### config.mk
export PLATFORM = sky130hd
export DESIGN_NAME = mem_reset_sequencer
export DESIGN_NICKNAME = d
export VERILOG_FILES = /design/src/rtl/mem_reset_sequencer.sv
export SDC_FILE = /design/constraint.sdc
export NUM_CORES = 1
export LEC_CHECK = 0
export CAP_MARGIN = 30
export CORE_UTILIZATION = 25
export CTS_CLUSTER_SIZE = 25
export DETAILED_ROUTE_END_ITERATION = 8
export PLACE_DENSITY = 0.49
export SLEW_MARGIN = 5
export SYNTH_ARGS = -nofsm -noshare
export SYNTH_HDL_FRONTEND = slang
export SYNTH_SLANG_ARGS = --single-unit
### constraint.sdc
create_clock -name clock -period 3.5 [get_ports clock]
set_input_delay 0.7 -clock clock [delete_from_list [all_inputs] [get_ports clock]]
set_output_delay 0.7 -clock clock [all_outputs]
set_load 0.02 [all_outputs]
### src/rtl/mem_reset_sequencer.sv
// Multi-channel DDR reset sequencer: synchronises board clock-good / system reset,
// holds each controller in reset, then supervises calibration with bounded retries.
module mem_reset_sequencer #(
   parameter int NUM_CH        = 2,
   parameter int SYNC_STAGES   = 3,
   parameter int HOLD_CYCLES   = 16,
   parameter int CALIB_TIMEOUT = 1048576,
   parameter int MAX_RETRIES   = 3
) (
   input  logic              clock,
   input  logic              resetn,
   input  logic              clock_ok,
   input  logic              sys_reset,
   input  logic [NUM_CH-1:0] mmcm_locked,
   input  logic [NUM_CH-1:0] calib_complete,
   input  logic [NUM_CH-1:0] ui_clk_sync_rst,
   output logic [NUM_CH-1:0] mem_reset,
   output logic [NUM_CH-1:0] aresetn,
   output logic [NUM_CH-1:0] mem_ok,
   output logic [NUM_CH-1:0] mem_fail,
   output logic              all_mem_ok
);

   localparam int HW = (HOLD_CYCLES > 1) ? $clog2(HOLD_CYCLES) : 1;
   localparam int CW = $clog2(CALIB_TIMEOUT);
   localparam int RW = (MAX_RETRIES > 0) ? $clog2(MAX_RETRIES + 1) : 1;

   localparam logic [HW-1:0] HOLD_LAST  = HW'(HOLD_CYCLES - 1);
   localparam logic [CW-1:0] CALIB_LAST = CW'(CALIB_TIMEOUT - 1);
   localparam logic [RW-1:0] RETRY_MAX  = RW'(MAX_RETRIES);

   typedef enum logic [1:0] {
      ST_HOLD       = 2'd0,
      ST_WAIT_CALIB = 2'd1,
      ST_RUN        = 2'd2,
      ST_FAILED     = 2'd3
   } state_t;

   // Both asynchronous inputs are brought in through their own flop chains.
   (* ASYNC_REG = "TRUE" *) logic [SYNC_STAGES-1:0] ok_sync_q;
   (* ASYNC_REG = "TRUE" *) logic [SYNC_STAGES-1:0] nrst_sync_q;
   logic [SYNC_STAGES-1:0] ok_sync_d;
   logic [SYNC_STAGES-1:0] nrst_sync_d;
   logic                   sync_ok;

   always_comb begin
      ok_sync_d   = {ok_sync_q[SYNC_STAGES-2:0], clock_ok};
      nrst_sync_d = {nrst_sync_q[SYNC_STAGES-2:0], ~sys_reset};
   end

   always_ff @(posedge clock) begin
      if (!resetn) begin
         ok_sync_q   <= '0;
         nrst_sync_q <= '0;
      end else begin
         ok_sync_q   <= ok_sync_d;
         nrst_sync_q <= nrst_sync_d;
      end
   end

   assign sync_ok = ok_sync_q[SYNC_STAGES-1] & nrst_sync_q[SYNC_STAGES-1];

   for (genvar gi = 0; gi < NUM_CH; gi++) begin : g_ch
      state_t        state_q, state_d;
      logic [HW-1:0] hold_cnt_q, hold_cnt_d;
      logic [CW-1:0] calib_timer_q, calib_timer_d;
      logic [RW-1:0] retry_cnt_q, retry_cnt_d;
      logic          mem_reset_q, mem_reset_d;
      logic          mem_fail_q, mem_fail_d;
      logic          ready;

      assign ready = mmcm_locked[gi] & calib_complete[gi] & ~ui_clk_sync_rst[gi];

      always_comb begin
         state_d       = state_q;
         hold_cnt_d    = hold_cnt_q;
         calib_timer_d = calib_timer_q;
         retry_cnt_d   = retry_cnt_q;
         if (!sync_ok) begin
            state_d       = ST_HOLD;
            hold_cnt_d    = '0;
            calib_timer_d = '0;
            retry_cnt_d   = '0;
         end else begin
            case (state_q)
               ST_HOLD: begin
                  if (hold_cnt_q == HOLD_LAST) begin
                     state_d       = ST_WAIT_CALIB;
                     hold_cnt_d    = '0;
                     calib_timer_d = '0;
                  end else begin
                     hold_cnt_d = hold_cnt_q + HW'(1);
                  end
               end
               ST_WAIT_CALIB: begin
                  // A ready seen on the timeout cycle still counts as success.
                  if (ready) begin
                     state_d     = ST_RUN;
                     retry_cnt_d = '0;
                  end else if (calib_timer_q == CALIB_LAST) begin
                     if (retry_cnt_q < RETRY_MAX) begin
                        state_d     = ST_HOLD;
                        hold_cnt_d  = '0;
                        retry_cnt_d = retry_cnt_q + RW'(1);
                     end else begin
                        state_d = ST_FAILED;
                     end
                  end else begin
                     calib_timer_d = calib_timer_q + CW'(1);
                  end
               end
               ST_RUN: begin
                  if (!ready) begin
                     state_d       = ST_WAIT_CALIB;
                     calib_timer_d = '0;
                  end
               end
               ST_FAILED: begin
                  state_d = ST_FAILED;
               end
               default: begin
                  state_d = ST_HOLD;
               end
            endcase
         end
         // Registered decode of the next state keeps these outputs glitch-free.
         mem_reset_d = (state_d == ST_HOLD) || (state_d == ST_FAILED);
         mem_fail_d  = (state_d == ST_FAILED);
      end

      always_ff @(posedge clock) begin
         if (!resetn) begin
            state_q       <= ST_HOLD;
            hold_cnt_q    <= '0;
            calib_timer_q <= '0;
            retry_cnt_q   <= '0;
            mem_reset_q   <= 1'b1;
            mem_fail_q    <= 1'b0;
         end else begin
            state_q       <= state_d;
            hold_cnt_q    <= hold_cnt_d;
            calib_timer_q <= calib_timer_d;
            retry_cnt_q   <= retry_cnt_d;
            mem_reset_q   <= mem_reset_d;
            mem_fail_q    <= mem_fail_d;
         end
      end

      assign mem_reset[gi] = mem_reset_q;
      assign mem_fail[gi]  = mem_fail_q;
      assign mem_ok[gi]    = (state_q == ST_RUN) & ready;
      assign aresetn[gi]   = ~ui_clk_sync_rst[gi] & ~mem_reset_q;
   end

   assign all_mem_ok = &mem_ok;

endmodule

; After elaboration in Yosys (flattened, before gate mapping)
; Cells that the tools add are included.
[word_totals]
out_inout_bits = 9
register_bits = 66
inputBits = 10
elab_cells = 122
[classes]
n_eq_ne = 24
n_reduce_logical = 22
n_bitwise = 14
addsub = 6
n_lt_le_gt_ge = 2
mux = 40
[ops]
columns = cell, count
row1 = 20-bit two-way mux, 8
row2 = 20-bit case mux with 3 select lines, 2
row3 = "20-bit by 1-bit adder with 20-bit output, second input constant", 2
row4 = "20-bit equality test, second input constant", 2
row5 = 2-bit two-way mux, 18
row6 = 4-bit two-way mux, 8
row7 = "2-bit inequality test, second input constant", 12
row8 = 2-bit case mux with 4 select lines, 2
row9 = 4-bit case mux with 2 select lines, 2
row10 = "2-bit equality test, second input constant", 6
row11 = 2-bit nonzero test, 6
row12 = 5-bit AND reduction, 2
row13 = 1-bit bitwise AND, 9
row14 = "4-bit by 1-bit adder with 4-bit output, second input constant", 2
row15 = "4-bit equality test, second input constant", 2
row16 = 2-bit logical NOT, 4
row17 = 4-bit AND reduction, 2
row18 = 3-bit AND reduction, 2
row19 = 3-bit nonzero test, 2
row20 = 1-bit inverter, 5
row21 = "2-bit by 1-bit adder with 2-bit output, second input constant", 2
row22 = "2-bit by 1-bit equality test with 1-bit output, second input constant", 2
row23 = "2-bit < comparator, second input constant", 2
row24 = 2-bit AND reduction, 2
row25 = 1-bit logical OR, 2

; Logic depth before layout (Yosys ltp)
[depth]
depth_word = 8
ltp_mapped = 9
depth_no_buf = 9

; Least setup slack after synthesis
; OpenSTA, ideal clock, no wires.
[synth_timing]
path_type = in2out
start = in ui_clk_sync_rst[1]
end = out all_mem_ok
cell_stages = 4
slack_ns = 1.201
path_buffers = 1
arrival_ns = 1.599
required_ns = 2.800
cell_sequence = and3b_1 > buf_6 > nand3_1 > nor3_1
[synth_between]
elab_chain_len = 4
[synth_rtl]
columns = element, line_no
row1 = from (decl), 16  ; input logic [NUM_CH-1:0] ui_clk_sync_rst,
row2 = 1-bit inverter, 72  ; assign ready = mmcm_locked[gi] & calib_complete[gi] & ~ui_clk_sync_rst[gi];
row3 = 1-bit bitwise AND, 72
row4 = 1-bit bitwise AND, 151  ; assign mem_ok[gi] = (state_q == ST_RUN) & ready;
row5 = 2-bit AND reduction, 155  ; assign all_mem_ok = &mem_ok;
row6 = to (decl), 21  ; output logic all_mem_ok
; Every way passes these cells.

; Worst setup path in the final report
; Same ends and word-level chain as after synthesis.

==> key figures <==
Clock network
  • Clk pin slew, worst setup/hold paths: 60 ps
  • Resized Gates After CTS: 0
  • TritonCTS buffer count: 9
  • # Post-CTS Setup Buffers: 0
  • CTS tree: built
  • Clock sink total: 66
  • CTS root buf: clkbuf_16
  • H-Tree Depth: 3
  • Clock Latency Late Sink: 320 ps
  • Buffer levels on the longest clock path: 2
  • Hold-fix buffers, CTS: 0

Final layout
  • # diodes: 0
  • Sequential cell area: 1320 um2
  • Nets: 413
  • Highest-count cells in the layout ignoring fill and taps: dfxtp_1, nor2_1, nand3_1
  • Commonest non-fill, non-tap cell in the layout: dfxtp_1
  • Layout cells sized above 1: 8.00%
  • Post-layout util: 30.5%
  • Fill count: 1384
  • Area delta synth->final: 19.2%
  • Final instance area: 3850 um2
  • Multi-input logic area: 1790 um2

Power
  • VDD IR-drop max: 0.242 mV
  • Leakage: 1.22 nW
  • Power per cell area: 432 nW/um2

Synthesis
  • Post-synth EDFFs: 0
  • FF+latch count, synth: 66
  • Compound-cell area share of the yosys netlist: 14.4%
  • Adder-cell area share of the yosys netlist: 3.45%
  • Yosys warning count: 0
  • Synthesized area: 3230 um2
  • Syn nets: 398
  • Xor/xnor share of the synthesized area: 5.96%
  • Cell count after synthesis: 380
  • Mux cell area share after synthesis: 0.929%
  • Unique cell type count in the Yosys netlist: 53
  • Syn Area/Cell: 8.50 um2
  • Register area share after synthesis: 40.9%
  • Asr flop ratio synth: 0%
  • Synth Flop Type: dfxtp_1
  • Simple-Gate Fraction of Synth Area: 30.6%
  • Combinational family with the most area after synthesis: simple AND/OR/NAND/NOR gates

Job
  • MaxCap Viol Count: 0

Setup path
  • Worst Path Required: 2800 ps
  • Setup crit start: ui_clk_sync_rst[1]
  • RR Startpoint: g_ch[0].calib_timer_q[0]$_SDFFE_PN0P_
  • Crit-path max cell delay: 630 ps
  • Critical Path Most Common Cell: clkdlybuf4s50_1
  • Setup crit end kind: output port
  • Crit-path cells: clkdlybuf4s50_1, and3b_1, nand3_1, nor3_1, clkdlybuf4s50_1
  • CP max FO: 3
  • Crit-path slowest cell: clkdlybuf4s50_1
  • Critical path class: in -> out
  • Worst Setup Start Kind: input pin
  • Worst Path Arrival: 2370 ps

Routing
  • Routed len/inst: 11.4 um
  • DR iter-0 viols: 118
  • DR vias/cell: 4.66
  • Via count: 2663
  • Number of nets with antenna violations after routing: 0
  • Drt first pass iters: 4
  • DR DRC count: 0
  • Routed WL: 6540 um

Floorplanning
  • Core Area: 12600 um2
  • Die X-Extent: 116 um
  • Num ports: 19
  • Initial core utilization: 25.6%
  • Die Y: 116 um
  • Die footprint: 13400 um2
  • Std cell rows: 41

STA
  • Final Cycle Share: 87.7%
  • Final setup vio count: 0
  • Max Freq: 326 MHz
  • RSZ-0062 raised after global routing: no
  • Final TNS setup: 0 ps
  • Final Hold Viols: 0
  • Tightest Pin Transition: 804 ps
  • Clock Skews: 10.2 ps
  • Slew HR: 46.2%
  • Final max-slew violation count: 0
  • Tmin final: 3070 ps

Placement
  • Port Buf Inserts: 18
  • Post-DP Area: 3550 um2
  • Hpwl dp: 4620 um
  • Gpl congestion: 0.720

GRT
  • Largest net degree at the start of global routing: 20
  • GRT Util Overall: 10.8%
  • Vias in the first global route: 2458
  • Grt total ovfl: 0
  • Initial antenna violation count: 0
  • First-pass GRT wire length: 11500 um

Status
  • Status: finished, final reports clean

Worst hold path
  • Hold wc startpoint: ok_sync_q[1]$_SDFF_PN0_
  • Hold crit path type: reg -> reg
-- registers in the layout (all words and copies together), names as in the netlist --
register,flops
g_ch.retry_cnt_q,4
nrst_sync_q,3
ok_sync_q,3
g_ch.mem_fail_q,2
g_ch.mem_reset_q,2
g_ch.state_q,4
g_ch.calib_timer_q,40
g_ch.hold_cnt_q,8
-- metrics by stage --
step	std cells	setup WS, ps	hold slack, ps	total power, mW
global route	572	292	442	1.73
CTS	572	391	434	1.69
floorplan	380	1200	412	0.780
finish	572	430	431	1.66
detailed placement	556	392	420	0.792
global placement	556	426	416	0.792
-- power breakdown --
part           internal, mW  leakage [nW]  switching (mW)
clock                 0.552         0.139           0.334
sequential            0.754         0.532        0.000741
combinational        0.0128         0.551         0.00765
-- logic make-up (layout without fill, tap and decap cells) --
group / count (synthesis) / after routing
AOI/OAI and AO/OA: 67 / 67
xor gates and xnor gates: 22 / 22
adders and majority gates: 9 / 9
buffers and inverters: 24 / 44
DFF: 66 / 66
muxes: 3 / 3
and+or+nand+nor: 189 / 189
-- per-layer routing --
metal  vias to the layer above  share of wire, %  global-route usage (%)  wire length (um)
met5                         -                 0                       0                 0
met4                         0               1.4                    4.36                89
met3                         5               2.1                    2.35               138
met2                        18                47                    17.2              3060
met1                      1248                50                    14.1              3250
li1                       1392                 -                       -                 -
-- path summary, 6_finish.rpt --
path,to,slack [ps],cells past startpoint
worst max-delay path,all_mem_ok,430,5
worst min-delay path,ok_sync_q[2]$_SDFF_PN0_,430,1
worst max register to register,g_ch[0].mem_fail_q$_SDFF_PN0_,1130,9
worst min register to register,ok_sync_q[2]$_SDFF_PN0_,430,1
-- worst max-delay path, delay by kind of cell --
family	cells	cell delay (ps)
and+or+nand+nor	3	620
buffers and inverters	2	1050
-- cell usage after synthesis (6+ instances only) --
cell type | count | share of area (%)
a21oi_1 | 23 | 3.6
a22oi_1 | 6 | 1.4
and2_1 | 13 | 2.5
and3_1 | 9 | 1.7
and4_1 | 6 | 1.6
buf_2 | 7 | 1.1
dfxtp_1 | 66 | 41
ha_1 | 8 | 3.1
inv_1 | 7 | 0.81
nand2_1 | 21 | 2.4
nand2b_1 | 6 | 1.2
nand3_1 | 27 | 4.2
nand4_1 | 9 | 1.7
nor2_1 | 56 | 6.5
nor3_1 | 14 | 2.2
o21ai_0 | 12 | 1.9
or3_1 | 7 | 1.4
xnor2_1 | 8 | 2.2
xor2_1 | 14 | 3.8
-- final cells by class --
class	count	share of cell area (%)
clock buffers	10	5.95
clock inverters	6	1.75
repair buffers	21	5.26
inverters	7	0.682
well taps	172	5.59
multi-input cells	290	46.5
flip-flops and latches	66	34.3
(Power assumes the default switching activity.)
